--- config.mk ---
export PLATFORM = sky130hd
export DESIGN_NAME = note_quant
export DESIGN_NICKNAME = d
export VERILOG_FILES = /design/src/rtl/note_quant.sv
export SDC_FILE = /design/constraint.sdc
export NUM_CORES = 1
export LEC_CHECK = 0
export CORE_MARGIN = 4
export CORE_UTILIZATION = 55
export DETAILED_ROUTE_END_ITERATION = 8
export PLACE_DENSITY = 0.87
export SYNTH_ARGS = -nofsm -noshare
export SYNTH_HDL_FRONTEND = slang
export SYNTH_SLANG_ARGS = --single-unit
--- constraint.sdc ---
create_clock -name clk -period 5.8 [get_ports clk]
set_clock_uncertainty 0.05 [all_clocks]
set_input_delay 1.16 -clock clk [delete_from_list [all_inputs] [get_ports clk]]
set_output_delay 1.16 -clock clk [all_outputs]
set_load 0.05 [all_outputs]
--- src/rtl/note_quant.sv ---
// rtl/note_quant.sv - peak frequency to MIDI note quantizer with stability filter
module note_quant #(
  parameter int BIT_WIDTH  = 16,
  parameter int NOTE_LO    = 40,
  parameter int NOTE_HI    = 88,
  parameter int STABLE_CNT = 3
) (
  input  logic                 clk,
  input  logic                 reset,
  input  logic [BIT_WIDTH:0]   frequency,
  input  logic                 note_dec,
  output logic [6:0]           note_idx,
  output logic                 in_range,
  output logic                 note_valid,
  output logic                 note_stable,
  output logic                 busy
);

  typedef enum logic [1:0] {IDLE, SEARCH, DONE} state_t;

  // Upper edge of note m: 440 Hz scaled to the half-semitone above m, rounded.
  function automatic logic [BIT_WIDTH:0] u_of(input int m);
    real r;
    r = 440.0 * (2.0 ** ((real'(m) - 68.5) / 12.0));
    return (BIT_WIDTH+1)'($rtoi(r + 0.5));
  endfunction

  logic [BIT_WIDTH:0] ubound [NOTE_LO-1:NOTE_HI];

  for (genvar g = NOTE_LO - 1; g <= NOTE_HI; g++) begin : g_tab
    localparam logic [BIT_WIDTH:0] UVAL = u_of(g);
    assign ubound[g] = UVAL;
  end

  state_t             state_q;
  logic [BIT_WIDTH:0] f_q;
  logic [6:0]         m_q;
  logic [3:0]         scnt_q;
  logic [3:0]         scnt_d;
  logic [6:0]         note_idx_q;
  logic               in_range_q;
  logic               note_valid_q;
  logic               note_stable_q;
  logic               busy_q;

  logic below, hit, last, res_done, res_in;

  always_comb begin
    below    = (m_q == 7'(NOTE_LO)) && (f_q < ubound[NOTE_LO-1]);
    hit      = f_q < ubound[m_q];
    last     = m_q == 7'(NOTE_HI);
    res_done = below || hit || last;
    res_in   = !below && hit;
    scnt_d   = 4'd0;
    if (res_in) begin
      if (in_range_q && (m_q == note_idx_q)) begin
        scnt_d = (scnt_q >= 4'(STABLE_CNT)) ? 4'(STABLE_CNT) : scnt_q + 4'd1;
      end else begin
        scnt_d = 4'd1;
      end
    end
  end

  always_ff @(posedge clk) begin
    if (!reset) begin
      state_q       <= IDLE;
      f_q           <= '0;
      m_q           <= '0;
      scnt_q        <= '0;
      note_idx_q    <= '0;
      in_range_q    <= 1'b0;
      note_valid_q  <= 1'b0;
      note_stable_q <= 1'b0;
      busy_q        <= 1'b0;
    end else begin
      case (state_q)
        IDLE: begin
          if (note_dec) begin
            f_q     <= frequency;
            m_q     <= 7'(NOTE_LO);
            busy_q  <= 1'b1;
            state_q <= SEARCH;
          end
        end
        SEARCH: begin
          if (res_done) begin
            note_idx_q    <= res_in ? m_q : 7'd0;
            in_range_q    <= res_in;
            scnt_q        <= scnt_d;
            note_stable_q <= scnt_d >= 4'(STABLE_CNT);
            note_valid_q  <= 1'b1;
            state_q       <= DONE;
          end else begin
            m_q <= m_q + 7'd1;
          end
        end
        DONE: begin
          note_valid_q <= 1'b0;
          busy_q       <= 1'b0;
          state_q      <= IDLE;
        end
        default: state_q <= IDLE;
      endcase
    end
  end

  assign note_idx    = note_idx_q;
  assign in_range    = in_range_q;
  assign note_valid  = note_valid_q;
  assign note_stable = note_stable_q;
  assign busy        = busy_q;

endmodule

Word-level counts from Yosys, hierarchy flattened
Memories as Yosys holds them, arrays and structs flattened.
Index checks and enable logic that the tools add are counted.
{"block": "word_totals", "ff_bits": 41, "romBits": 2176, "input_bits": 20, "output_inout_bits": 11, "word_cells": 58, "mem_count": 1}
{"block": "classes", "add_sub_neg": 2, "magnitude_cmp": 5, "eq_ne": 8, "muxes": 16, "bitwise_logic": 1, "reduce_logical": 16}
{"memory": "(name not given)", "words": 128, "width": 17, "read_ports": 1, "rd_clocked_by_memory_dff": 0, "write_ports": 0, "line_no": "50", "text": "hit = f_q < ubound[m_q];"}
{"operator": "$mux W17", "count": 2}
{"operator": "$mux W7", "count": 3}
{"operator": "$lt A17 B17 Y1", "count": 1}
{"operator": "$lt A17 B7 Y1 const B", "count": 1}
{"operator": "$pmux W7 S2", "count": 1}
{"operator": "$mux W4", "count": 3}
{"operator": "$reduce_and A2 Y1", "count": 5}
{"operator": "$ge A4 B2 Y1 const B", "count": 2}
{"operator": "$ge A8 B8 Y1 const B", "count": 1}
{"operator": "$not A7 Y8", "count": 1}
{"operator": "$add A7 B1 Y7 const B", "count": 1}
{"operator": "$eq A7 B6 Y1 const B", "count": 1}
{"operator": "$eq A7 B7 Y1", "count": 1}
{"operator": "$eq A7 B7 Y1 const B", "count": 1}
{"operator": "$ne A2 B2 Y1 const B", "count": 3}
{"operator": "$reduce_bool A2 Y1", "count": 3}
{"operator": "$add A4 B1 Y4 const B", "count": 1}
{"operator": "$mux W2", "count": 2}
{"operator": "$pmux W1 S2", "count": 2}
{"operator": "$pmux W2 S2", "count": 1}
{"operator": "$logic_and A1 B1 Y1", "count": 3}
{"operator": "$reduce_and A3 Y1", "count": 1}
{"operator": "$eq A2 B1 Y1 const B", "count": 1}
{"operator": "$eq A2 B2 Y1 const B", "count": 1}
{"operator": "4 further kinds", "count": 6}

Longest topological paths before layout
{"block": "depth", "word_depth": 9, "depth_mapped": 18, "ltp_nobuf": 15}

Worst setup path after synthesis
Ideal clock, no wire load.
{"block": "synth_path", "kind": "register to register", "from": "register m_q[1]", "to": "register note_stable_q (netlist: note_stable)", "setup_ns": 0.072, "arrival_time_ns": 3.510, "required_ns": 5.678, "path_slack_ns": 2.168, "stages_incl_launch_ff": 16, "path_buffers": 2, "synth_period_minus_slack_ns": 3.632, "path_cell_list": "dfxtp_1 buf_2 inv_1 ha_1 buf_2 mux4_2 a211oi_1 a31oi_1 o21ai_0 ha_1 a21oi_1 o21ai_0 a2111o_1 or2_4 a21oi_1 mux2i_1"}
{"block": "synth_via", "elab_chain_len": 8, "elab_cells_between_ends": 18, "classes_between": "order compare: 2; eq/ne: 3; mux: 4; bitwise: 1; reduce/logical: 7; memory: 1"}
{"item": "start, declared", "line_no": "37", "text": "logic [6:0] m_q;"}
{"item": "start signal, assigned", "line_no": "80", "text": "m_q <= 7'(NOTE_LO);"}
{"item": "start signal, assigned", "line_no": "94", "text": "m_q <= m_q + 7'd1;"}
{"item": "$not A7 Y8 (not written as such)", "line_no": "50"}
{"item": "$mem_v2 Z128 W17"}
{"item": "$mux W17 (not written as such) (2 in a row)", "line_no": "50"}
{"item": "$lt A17 B17 Y1", "line_no": "50"}
{"item": "$logic_and A1 B1 Y1 or $logic_or A1 B1 Y1 (tied branches)", "line_no": "53, 52"}
{"item": "$mux W4 or $logic_or A1 B1 Y1 (tied branches)", "line_no": "55, 52"}
{"item": "$ge A4 B2 Y1 or $reduce_and A2 Y1 (tied branches)"}
{"item": "end signal, assigned", "line_no": "90", "text": "note_stable_q <= scnt_d >= 4'(STABLE_CNT);"}
{"item": "end, declared", "line_no": "43", "text": "logic note_stable_q;"}
Parallel ways exist; a longest one is shown, timed or not. The select of a mux whose other input is x is not followed.
A chain may end at the register's enable or synchronous reset.

Final worst setup path
{"block": "layout_path", "from": "register m_q[2]", "to": "register m_q[3]"}
{"block": "layout_via", "elab_chain_len": 9, "elab_cells_between_ends": 15, "classes_between": "add/sub: 1; order compare: 1; eq/ne: 3; mux: 4; bitwise: 1; reduce/logical: 4; memory: 1"}
{"item": "$not A7 Y8 (not written as such)", "line_no": "50"}
{"item": "$mem_v2 Z128 W17"}
{"item": "$mux W17 (not written as such) (2 in a row)", "line_no": "50"}
{"item": "$lt A17 B17 Y1", "line_no": "50"}
{"item": "$logic_or A1 B1 Y1 (2 in a row)", "line_no": "52", "text": "res_done = below || hit || last;"}
{"item": "$ne A2 B2 Y1 (no source line)"}
{"item": "$reduce_and A3 Y1 (no source line)"}
Parallel ways exist; a longest one is shown, timed or not. The select of a mux whose other input is x is not followed.

==> results list <==
- Final WL: 6470 um
- Met2 global-route usage: 0.348
- Cell count after synthesis: 348
- Of the total synthesized cell area, the portion taken by full adders, half adders and majority gates is 0.0943.
* Final Wtd Congestion: 0.899
- Ys Warns: 0
- Actual slew at the worst max-slew pin: 1030 ps
- GRT Max-Usage Layer: met2
- Area growth syn-to-layout: 14.5%
* Initial antenna violation count: 0
- During I/O placement, the number of pins put on the boundary was 31.
- Clock slew at the register clock pins of the worst setup and hold paths: about 80 ps
- A synthesized cell averages 8.01 um^2.
* Setup_tns: 0 ps
- Estimated wirelength of the detail-placed design: ~4600 um
- Clock sink count: between 40 and 50
- Count of max-cap constraint violations: 0
* Total of flip-flops plus latches after synthesis: 41
- Primary FF master, synth: sky130_fd_sc_hd__dfxtp_1
* Critical Path AT: 4840 ps
- For this run, the post-layout net count is between 400 and 500.
- Of the total synthesized cell area, the portion taken by XOR and XNOR cells is 0.0283.
- Top fanout value on the critical path: 30
- The detail route stage leaves a number of antenna-violating nets equal to 0.
- Of the available clock period, the critical path in the final layout requires 0.810.
- Summed over all cells, the static leakage comes to 1.22 nW.
* Compound-gate portion of the synthesized area: 0.243
* Count of unique library cells instantiated by Yosys: 61
- Number of flops mapped to enable cells by yosys: 0
* Effective utilization at floorplan: 0.578
* F_max: 213 MHz
* Ratio of routed vias to standard cells: around 6.1
- The most critical setup path has its startpoint at m_q[2].
- The completed layout was analyzed and its total power is 0.000723 W.
- Counting the buffers created by CTS gives 5.
- TritonCTS built the clock tree.
* Final Hold Vio Count: 0
- The cell area that synthesis handed to floorplanning was around 2800 um^2.
- The core region is 4820 um^2.
- Element type at the critical path end: flip-flop
* Deepest clock path buffer count: 2
- After clock tree synthesis, the flow added hold-fix buffers numbering 0.
- Leftover overflow at the end of global routing: 0
- Worst-Skew Late Latency: 290 ps
- Clock Tree Root: sky130_fd_sc_hd__clkbuf_8
* IR drop worst, VDD: 185 uV
- The die is 79.2 um wide.
- Count of final setup violators: 0
- The number of nets in the synthesized netlist is around 400.
- The flow ran to the end, and the final reports show no timing, DRC or antenna violations.
- In the final routed layout, each cell accounts on average for 15.1 um.
- Largest family of logic cells by synthesized area: compound AO/OA/AOI/OAI gates
- The startpoint identified for the worst hold timing path is scnt_q[3].
* Worst-case setup margin in the final layout: 1100 ps
- The worst setup path is launched from a flip-flop.
- Port buffering added 30 buffers.
- The clock tree synthesis step divided the H-tree into 2 levels.
* Met3 track demand over resource in global routing: 0.0385
* Drt first pass iters: 4
- The critical path is of the reg2reg type.
- Unrepaired setup endpoints after global routing: false
- Area share of the largest cell type after synthesis: 0.295
- Number of DRC markers after the initial detailed-route iteration: 294
- Area of the die: between 6000 and 7000 um^2
- Resized cells post-CTS: 0
- Leading post-synthesis cells by instance count: sky130_fd_sc_hd__nand2_1 (57), sky130_fd_sc_hd__a21oi_1 (41), sky130_fd_sc_hd__dfxtp_1 (41), sky130_fd_sc_hd__ha_1 (21), sky130_fd_sc_hd__o21ai_0 (18)
* Met1 capacity usage during global routing: 0.289
- Across all layers, the routed design uses about 2600 vias.
- Pwr dens: about 230 nW/um^2
* Multiplexer share of the synthesized area: 0.0579
* Vias in the first global route: 2388
* Most used standard cell by instance count after synthesis: sky130_fd_sc_hd__nand2_1
- Entering global routing, the biggest net connects 31 pins.
* Sequential fraction of the synthesis area: 0.295
- Tot GR Track Use: 0.217
* Post-route DRC violation count: 0
- Leading area contributor after synthesis: sky130_fd_sc_hd__dfxtp_1
- Place WS: 1180 ps
* Final critical-path required period: 4700 ps
* Area contributors post-synth: sky130_fd_sc_hd__dfxtp_1 (29%), sky130_fd_sc_hd__ha_1 (9.4%), sky130_fd_sc_hd__nand2_1 (7.7%), sky130_fd_sc_hd__a21oi_1 (7.4%), sky130_fd_sc_hd__o21ai_0 (3.2%)
- Of the cells placed in the final design, the portion with a size suffix greater than 1 is 0.0718.
- Wire length of the first global-routing pass: 11200 um
* Post-CTS setup repair buffer count: 0
* Area share of and/or/nand/nor cells after synthesis: 0.225
- In this run the critical register-to-register path is launched from m_q[2].
- CP required: 5940 ps
- The number of antenna diodes in the final layout is 0.
* Async SR Flop Fraction: 0
* Hold WC Path Type: reg2reg
- At the end of the flow the core is filled with cells to 0.663.
- The floorplan step set the die height to just under 80 um.
- Row generation in the floorplan step produced 25 rows.
* Max-slew violations: 0
- Headroom to the max-slew limit came out at 0.312.
## routing by layer
layer	vias up	share of wire	wire length, um
met5	-	0	0
met4	0	0.016	104
met3	10	0.054	347
met2	85	0.47	3070
met1	1234	0.46	2940
li1	1282	-	-
## registers in the layout, summed over array words and instances, names as in the netlist
name and count:
busy 1, f_q 17, in_range 1, m_q 7, note_idx 7, note_stable 1
note_valid 1, scnt_q 4, state_q 2
## cell usage in the layout (no fill, tap or decap), types with 4 or more instances in the layout
cell type / count
sky130_fd_sc_hd__nor2_1: 15
sky130_fd_sc_hd__nor3_1: 5
sky130_fd_sc_hd__nand2b_1: 7
sky130_fd_sc_hd__nor4_1: 5
sky130_fd_sc_hd__dfxtp_1: 41
sky130_fd_sc_hd__buf_4: 4
sky130_fd_sc_hd__o21ai_0: 18
sky130_fd_sc_hd__a22o_1: 7
sky130_fd_sc_hd__o211ai_1: 4
sky130_fd_sc_hd__a211oi_1: 4
sky130_fd_sc_hd__mux2i_1: 6
sky130_fd_sc_hd__mux2_2: 5
sky130_fd_sc_hd__clkdlybuf4s50_1: 30
sky130_fd_sc_hd__inv_1: 8
sky130_fd_sc_hd__xor2_1: 7
sky130_fd_sc_hd__ha_1: 21
sky130_fd_sc_hd__nand2_1: 57
sky130_fd_sc_hd__nand3_1: 7
sky130_fd_sc_hd__a21oi_1: 41
sky130_fd_sc_hd__nor2b_1: 8
sky130_fd_sc_hd__clkbuf_8: 6
## critical path, cell delays in order, from the launching register on
cell	delay, ps
sky130_fd_sc_hd__dfxtp_1	1010
sky130_fd_sc_hd__inv_1	490
sky130_fd_sc_hd__ha_1	360
sky130_fd_sc_hd__nor2b_1	130
sky130_fd_sc_hd__a311oi_1	280
sky130_fd_sc_hd__a21oi_1	70
sky130_fd_sc_hd__nor2_1	110
sky130_fd_sc_hd__a21oi_1	60
sky130_fd_sc_hd__ha_1	330
sky130_fd_sc_hd__or4bb_1	480
sky130_fd_sc_hd__nor4_1	200
sky130_fd_sc_hd__o311a_2	270
sky130_fd_sc_hd__o211a_1	380
sky130_fd_sc_hd__a211oi_1	130
sky130_fd_sc_hd__a311oi_1	250
## worst paths after layout
path                     to  slack, ps  cells past startpoint
hold / removal    scnt_q[3]        420                      1
setup reg to reg     m_q[3]       1100                     14
hold reg to reg   scnt_q[3]        420                      1
setup / recovery     m_q[3]       1100                     14
## cells by family (layout without fill, tap and decap cells)
| group | count (synthesis) | after routing |
|---|---|---|
| muxes | 13 | 13 |
| adders and majority gates | 21 | 21 |
| DFF | 41 | 41 |
| xor gates and xnor gates | 9 | 9 |
| and+or+nand+nor | 124 | 124 |
| AOI/OAI and AO/OA | 103 | 103 |
| buffers and inverters | 37 | 51 |
## metrics by stage
stage | instance area [um^2] | hold slack [ps] | std cells
2_1_floorplan | 2790 | 381 | 348
3_3_place_gp | 3080 | 398 | 421
3_5_place_dp | 3080 | 404 | 421
4_1_cts | 3190 | 420 | 429
5_1_grt | 3190 | 433 | 429
6_report | 3190 | 417 | 429
## cell type report
cell class                 count  area [um^2]
clock buffer                   7         86.3
clock inverter                 1         30.0
fill                         401         1630
inverter                       9         33.8
multi-input combinational    270         1810
sequential                    41          821
tap                           67         83.8
timing repair buffer          34          330
## where the power goes
group          switching, W  internal [W]  total (W)
combinational     0.0000958     0.0000709   0.000167
sequential        0.0000235      0.000298   0.000321
clock             0.0000944      0.000140   0.000235
Power figures use the tool's default switching activity.
